`src/rtl/ctrl_pkg.sv`:
```
// Shared control-unit definitions: microstate codes and strobe encodings.
// Used by the sequencer and by the instruction state encoder upstream.
package ctrl_pkg;

    localparam int ST_W = 7;

    typedef logic [ST_W-1:0] state_t;

    localparam state_t ST_RESET      = 7'd0;
    localparam state_t ST_FETCH_ADDR = 7'd1;
    localparam state_t ST_FETCH_WAIT = 7'd2;
    localparam state_t ST_FETCH_IR   = 7'd3;
    localparam state_t ST_DECODE     = 7'd4;
    localparam state_t ST_ILLEGAL    = 7'd5;
    localparam state_t ST_ALU        = 7'd6;
    localparam state_t ST_STORE_ADDR = 7'd7;
    localparam state_t ST_STORE_WAIT = 7'd8;
    localparam state_t ST_BEQ        = 7'd11;
    localparam state_t ST_BRANCH     = 7'd12;
    localparam state_t ST_LOAD_ADDR  = 7'd13;
    localparam state_t ST_LOAD_WAIT  = 7'd14;
    localparam state_t ST_LOAD_WB    = 7'd15;
    localparam state_t ST_BUS_ERR    = 7'd16;
    localparam state_t ST_ALU_LO     = 7'd17;
    localparam state_t ST_ALU_HI     = 7'd30;

    localparam logic MEM_RW_READ   = 1'b1;
    localparam logic MEM_RW_WRITE  = 1'b0;
    localparam logic PC_SRC_SEQ    = 1'b0;
    localparam logic PC_SRC_BRANCH = 1'b1;
    localparam logic RF_SRC_ALU    = 1'b0;
    localparam logic RF_SRC_MDR    = 1'b1;

    // ALU execute shares one behaviour across code 6 and the 17..30 block.
    function automatic logic is_alu_code(input state_t c);
        return (c == ST_ALU) || ((c >= ST_ALU_LO) && (c <= ST_ALU_HI));
    endfunction

    // Dispatch codes DECODE may jump to directly.
    function automatic logic is_dispatch_legal(input state_t c);
        return is_alu_code(c) || (c == ST_STORE_ADDR) ||
               (c == ST_BEQ) || (c == ST_LOAD_ADDR);
    endfunction

endpackage

```
`src/rtl/mem_wait_timer.sv`:
```
// Memory-wait watchdog: counts stalled cycles inside a WAIT state.
// expire flags the last allowed stall cycle while memory is still busy.
module mem_wait_timer #(
    parameter int TIMEOUT_CYCLES = 16
) (
    input  logic clk,
    input  logic rst_n,
    input  logic clear,
    input  logic inc,
    output logic expire
);

    localparam int CNT_W = $clog2(TIMEOUT_CYCLES + 1);
    localparam logic [CNT_W-1:0] LAST = CNT_W'(TIMEOUT_CYCLES - 1);

    logic [CNT_W-1:0] cnt_q;
    logic [CNT_W-1:0] cnt_d;

    // Clear outside WAIT so every wait starts counting from zero.
    always_comb begin
        cnt_d = cnt_q;
        if (clear) begin
            cnt_d = '0;
        end else if (inc && (cnt_q != LAST)) begin
            cnt_d = cnt_q + 1'b1;
        end
    end

    // Counter register.
    always_ff @(posedge clk or negedge rst_n) begin
        if (!rst_n) begin
            cnt_q <= '0;
        end else begin
            cnt_q <= cnt_d;
        end
    end

    assign expire = inc && (cnt_q == LAST);

endmodule

```
`src/rtl/control_sequencer.sv`:
```
// Multicycle control sequencer: fetch/decode/execute microstates, Moore strobes.
// Optional MEM_TIMEOUT_EN adds a memory-wait watchdog leading to BUS_ERR.
module control_sequencer
    import ctrl_pkg::*;
#(
    parameter int STATE_W        = 7,
    parameter int TIMEOUT_CYCLES = 16
) (
    input  logic               clk,
    input  logic               rst_n,
    input  logic [STATE_W-1:0] state_sel,
    input  logic               branch_taken,
    input  logic               mem_ready,
    output logic [STATE_W-1:0] state,
    output logic               mar_ld,
    output logic               ir_ld,
    output logic               pc_ld,
    output logic               pc_src,
    output logic               mem_req,
    output logic               mem_rw,
    output logic               mdr_ld,
    output logic               rf_ld,
    output logic               rf_src,
    output logic               illegal_op,
    output logic               bus_err
);

    if (TIMEOUT_CYCLES < 1) begin : g_bad_timeout
        $error("TIMEOUT_CYCLES must be at least 1");
    end

    state_t state_q;
    state_t state_d;
    state_t sel;
    logic   tmo_expire;

    assign sel   = state_t'(state_sel);
    assign state = STATE_W'(state_q);

`ifdef MEM_TIMEOUT_EN
    logic in_wait;

    assign in_wait = (state_q == ST_FETCH_WAIT) ||
                     (state_q == ST_STORE_WAIT) ||
                     (state_q == ST_LOAD_WAIT);

    mem_wait_timer #(
        .TIMEOUT_CYCLES (TIMEOUT_CYCLES)
    ) u_timer (
        .clk    (clk),
        .rst_n  (rst_n),
        .clear  (!in_wait),
        .inc    (in_wait && !mem_ready),
        .expire (tmo_expire)
    );
`else
    assign tmo_expire = 1'b0;
`endif

    // Next-state and strobe decode from the current microstate.
    always_comb begin
        state_d    = state_q;
        mar_ld     = 1'b0;
        ir_ld      = 1'b0;
        pc_ld      = 1'b0;
        pc_src     = PC_SRC_SEQ;
        mem_req    = 1'b0;
        mem_rw     = 1'b0;
        mdr_ld     = 1'b0;
        rf_ld      = 1'b0;
        rf_src     = RF_SRC_ALU;
        illegal_op = 1'b0;
        bus_err    = 1'b0;
        case (state_q)
            ST_RESET: begin
                state_d = ST_FETCH_ADDR;
            end
            ST_FETCH_ADDR: begin
                mar_ld  = 1'b1;
                state_d = ST_FETCH_WAIT;
            end
            ST_FETCH_WAIT: begin
                mem_req = 1'b1;
                mem_rw  = MEM_RW_READ;
                if (mem_ready) begin
                    state_d = ST_FETCH_IR;
                end else if (tmo_expire) begin
                    state_d = ST_BUS_ERR;
                end
            end
            ST_FETCH_IR: begin
                ir_ld   = 1'b1;
                pc_ld   = 1'b1;
                pc_src  = PC_SRC_SEQ;
                state_d = ST_DECODE;
            end
            ST_DECODE: begin
                state_d = is_dispatch_legal(sel) ? sel : ST_ILLEGAL;
            end
            ST_ILLEGAL: begin
                illegal_op = 1'b1;
                state_d    = ST_FETCH_ADDR;
            end
            ST_STORE_ADDR: begin
                mar_ld  = 1'b1;
                state_d = ST_STORE_WAIT;
            end
            ST_STORE_WAIT: begin
                mem_req = 1'b1;
                mem_rw  = MEM_RW_WRITE;
                if (mem_ready) begin
                    state_d = ST_FETCH_ADDR;
                end else if (tmo_expire) begin
                    state_d = ST_BUS_ERR;
                end
            end
            ST_BEQ: begin
                state_d = branch_taken ? ST_BRANCH : ST_FETCH_ADDR;
            end
            ST_BRANCH: begin
                pc_ld   = 1'b1;
                pc_src  = PC_SRC_BRANCH;
                state_d = ST_FETCH_ADDR;
            end
            ST_LOAD_ADDR: begin
                mar_ld  = 1'b1;
                state_d = ST_LOAD_WAIT;
            end
            ST_LOAD_WAIT: begin
                mem_req = 1'b1;
                mem_rw  = MEM_RW_READ;
                mdr_ld  = mem_ready;
                if (mem_ready) begin
                    state_d = ST_LOAD_WB;
                end else if (tmo_expire) begin
                    state_d = ST_BUS_ERR;
                end
            end
            ST_LOAD_WB: begin
                rf_ld   = 1'b1;
                rf_src  = RF_SRC_MDR;
                state_d = ST_FETCH_ADDR;
            end
`ifdef MEM_TIMEOUT_EN
            ST_BUS_ERR: begin
                bus_err = 1'b1;
                state_d = ST_FETCH_ADDR;
            end
`endif
            default: begin
                if (is_alu_code(state_q)) begin
                    rf_ld   = 1'b1;
                    rf_src  = RF_SRC_ALU;
                    state_d = ST_FETCH_ADDR;
                end else begin
                    state_d = ST_RESET;
                end
            end
        endcase
    end

    // Microstate register; reset forces RESET asynchronously.
    always_ff @(posedge clk or negedge rst_n) begin
        if (!rst_n) begin
            state_q <= ST_RESET;
        end else begin
            state_q <= state_d;
        end
    end

endmodule

```
`config.mk`:
```
export PLATFORM = sky130hd
export DESIGN_NAME = control_sequencer
export DESIGN_NICKNAME = d
export VERILOG_FILES = /design/src/rtl/ctrl_pkg.sv /design/src/rtl/mem_wait_timer.sv /design/src/rtl/control_sequencer.sv
export SDC_FILE = /design/constraint.sdc
export NUM_CORES = 1
export LEC_CHECK = 0
export ABC_AREA = 0
export CAP_MARGIN = 20
export CORE_MARGIN = 2
export CORE_UTILIZATION = 38
export CTS_CLUSTER_DIAMETER = 60
export DETAILED_ROUTE_END_ITERATION = 16
export PLACE_DENSITY = 0.74
export SYNTH_ARGS = -nofsm -noshare
export SYNTH_HDL_FRONTEND = slang
export SYNTH_HIERARCHICAL = 1
export SYNTH_SLANG_ARGS = --single-unit
```
`constraint.sdc`:
```
create_clock -name clk -period 1.75 [get_ports clk]
set_clock_uncertainty 0.05 [all_clocks]
set_input_delay 0.2625 -clock clk [delete_from_list [all_inputs] [get_ports clk]]
set_output_delay 0.2625 -clock clk [all_outputs]
set_load 0.02 [all_outputs]
```
==> out/metrics.yaml, run 1 <==
synth:
  synth_edf_count: 0
  synthesis.area_um2: 736
  synth_top_cell_by_area: "dfrtp_1"
  synthTopCellsByArea: "dfrtp_1, nor3_1, a21oi_1"
  ys_types: 37
  yosysWarnings: 6
  ys_async_sr_fraction: 1.00
  synth_top_area_share: 0.238
  synth.most_common_cell: "nor2_1"
  syn_inst: 104
  synth.avg_cell_area_um2: 7.07
  ys_seq_elements: 7
  ys_seq_area_frac: 0.238
  dominantRegCellSynth: "dfrtp_1"
  synth_commonest_cells: "nor2_1, nor3_1, a21oi_1"
run_status:
  status: "finished, violations left"
  violations: "negative setup slack"
detailed_routing:
  first_pass_iters: 4
  vias: 1078
  met1_length_um: 1180
  finalWirelength_um: 2940
  detail_route.wl_per_cell_um: 15.4
  final_antenna_net_count: 0
  vias_per_cell: 5.64
  dr_wl_met2_um: 1500
  dr_wl_met3_um: 161
  routed.top_layer: "met4"
  drtIter0Drc: 22
  drc_errors: 0
critical_path:
  r2r-start: "state[4]"
  critPathRequiredTime_ns: 1.44
  slowest_stage: "or3_4"
  cp_cell_sequence: "or3_4 > a211o_1 > inv_2 > buf_6"
  arrival_ns: 1.57
  crit_buf_inv: 2
  timing_worst_setup_path_type: "flop to primary output"
  critPathTopFamily: "simple AND/OR/NAND/NOR gates"
  start_kind: "flop"
  critPathMaxStageDelay_ns: 0.44
  startpoint: "state[4]"
  worst-path-max-fanout: 4
  cp-end-kind: "primary output"
place:
  io_buffers: 27
  dp.cells: 178
  dp_slack_ns: -0.408
  globalplace.congestion: 0.769
  place_hpwl_um: 1940
finish:
  diodes: 0
  multiInputGateArea_um2: 623
  areaGrowthSynthToFinish_pct: 96.4
  regArea_um2: 183
  nNetsFinal: 178
  fillers: 104
  layoutNonFillerInstCount: 191
  largest_reg_flops: 7
  drive_above_1_share: 0.476
  final_core_util: 0.811
clock_network:
  clock_tree.root_cell: "clkbuf_4"
  hold_buffers: 0
  path_clk_slew_ns: 0.05
  cts_tree: "done"
  clock_sinks: 7
  clockBufferDepth: 2
  clk-insertion-delay-late_ns: 0.26
  numCtsBuffers: 3
  cts.htree.levels: 1
floorplan:
  initial_core_util: 0.413
  io_pins: 29
  die_y_um: 48
  dieArea_um2: 2300
  coreArea_um2: 1780
  rows: 15
  die_w_um: 48
pwr:
  power_density_nw_per_um2: 338
  peakVddDrop_v: 0.000409
  p_leak_nw: 0.660
timing:
  final_hold_viol_count: 0
  grt_setup_unrepaired: "yes"
  setup_violations: 8
  tns_ns: -0.633
  slew_violations: 0
  fin_ws_ns: -0.130
  period_minus_slack_ns: 1.88
  period_share: 1.07
  timing.fmax_mhz: 532
global_routing:
  grt_pass1_vias: 1044
  antenna_found_initial: 0
  grt.overflow.total: 0
  grt_usage: 0.255
  grt_pass1_wl_um: 4160
  grt_max_degree: 10
worst_hold_path:
  hold_path.class: "input port to asynchronous set/reset pin"
run:
  max_cap_viol_count: 0
==> power by group <==
| part | switching [mW] | total [mW] | internal, mW |
|---|---|---|---|
| registers | 0.00966 | 0.177 | 0.167 |
| clock network | 0.0646 | 0.152 | 0.0873 |
| logic | 0.0776 | 0.159 | 0.0817 |
| total | 0.152 | 0.488 | 0.336 |
==> path summary, 6_finish.rpt <==
| check | to | slack [ns] | depth (start not counted) |
|---|---|---|---|
| min in group clk | state[4] | 0.54 | 5 |
| min | state[3] | 0.20 | 1 |
| max reg2reg | state[3] | -0.13 | 5 |
| min reg2reg | state[0] | 0.61 | 3 |
| max in group asynchronous | state[0] | 1.19 | 1 |
| max | mem_req | -0.13 | 4 |
==> cell families after synthesis <==
group | share of synthesized area
AO/OA/AOI/OAI | 0.247
XOR/XNOR | 0.0238
adder cells (fa/ha/maj) | 0.0136
buffers and inverters | 0.0935
flip-flops | 0.238
multiplexers | 0.0289
other | 0.00510
AND/OR/NAND/NOR | 0.350
==> worst reg2reg max path: cells and delay by family (launching register included) <==
kind	cells	cell delay [ns]
muxes	1	0.31
AOI/OAI and AO/OA	1	0.28
DFF	1	0.42
buffers and inverters	1	0.15
and+or+nand+nor	2	0.54
==> timing repair <==
item,in CTS,in global routing
gates resized for setup,68,19
buffers inserted,4,5
pin swaps,7,6
endpoints found under the setup margin,16,17
==> metrics by stage <==
| step | power, mW | hold slack [ns] | cell area (µm²) |
|---|---|---|---|
| after global placement | 0.306 | 0.475 | 1250 |
| after floorplan | 0.231 | -0.0831 | 783 |
| final | 0.488 | 0.205 | 1450 |
| after detailed placement | 0.311 | 0.488 | 1250 |
| after global routing | 0.515 | 0.224 | 1450 |
| after CTS | 0.474 | 0.203 | 1320 |
==> cell usage in the layout (no fill, tap or decap), drive strengths merged, types with 2 or more instances in the layout <==
cell	synthesis	final
nor4	2	2
clkdlybuf4s50	0	10
inv	3	3
nor2	12	12
or3	2	2
xor2	2	2
buf	9	49
o21ai	7	7
dlygate4sd2	0	4
a21oi	9	9
dlymetal6s2s	0	3
nand2b	4	4
nor3	10	10
nor2b	5	5
dfrtp	7	7
clkbuf	1	4
nand2	7	7
nand3	5	5
conb	1	3
==> layer usage <==
metal	track usage	up-vias
met4	0.146	0
met5	0	-
met2	0.461	64
li1	-	491
met3	0.0491	12
met1	0.273	511
==> area by class of cell <==
cell class / instances / area share
Clock buffer: 4 / 0.0182
Inverter: 3 / 0.00779
Multi-Input combinational cell: 86 / 0.431
Sequential cell: 7 / 0.126
Tap cell: 25 / 0.0216
Timing Repair Buffer: 66 / 0.395
Note: power is estimated with default switching activity, not from simulation.
==> run 2: changes to the inputs <==
--- a/config.mk
+++ b/config.mk
@@ -10,6 +10,7 @@
 export CORE_MARGIN = 2
 export CORE_UTILIZATION = 38
 export CTS_CLUSTER_DIAMETER = 60
+export CTS_CLUSTER_SIZE = 10
 export DETAILED_ROUTE_END_ITERATION = 16
 export PLACE_DENSITY = 0.74
 export SYNTH_ARGS = -nofsm -noshare
==> results of run 2 <==
Final layout, timing and power as in run 1 (identical DEF).
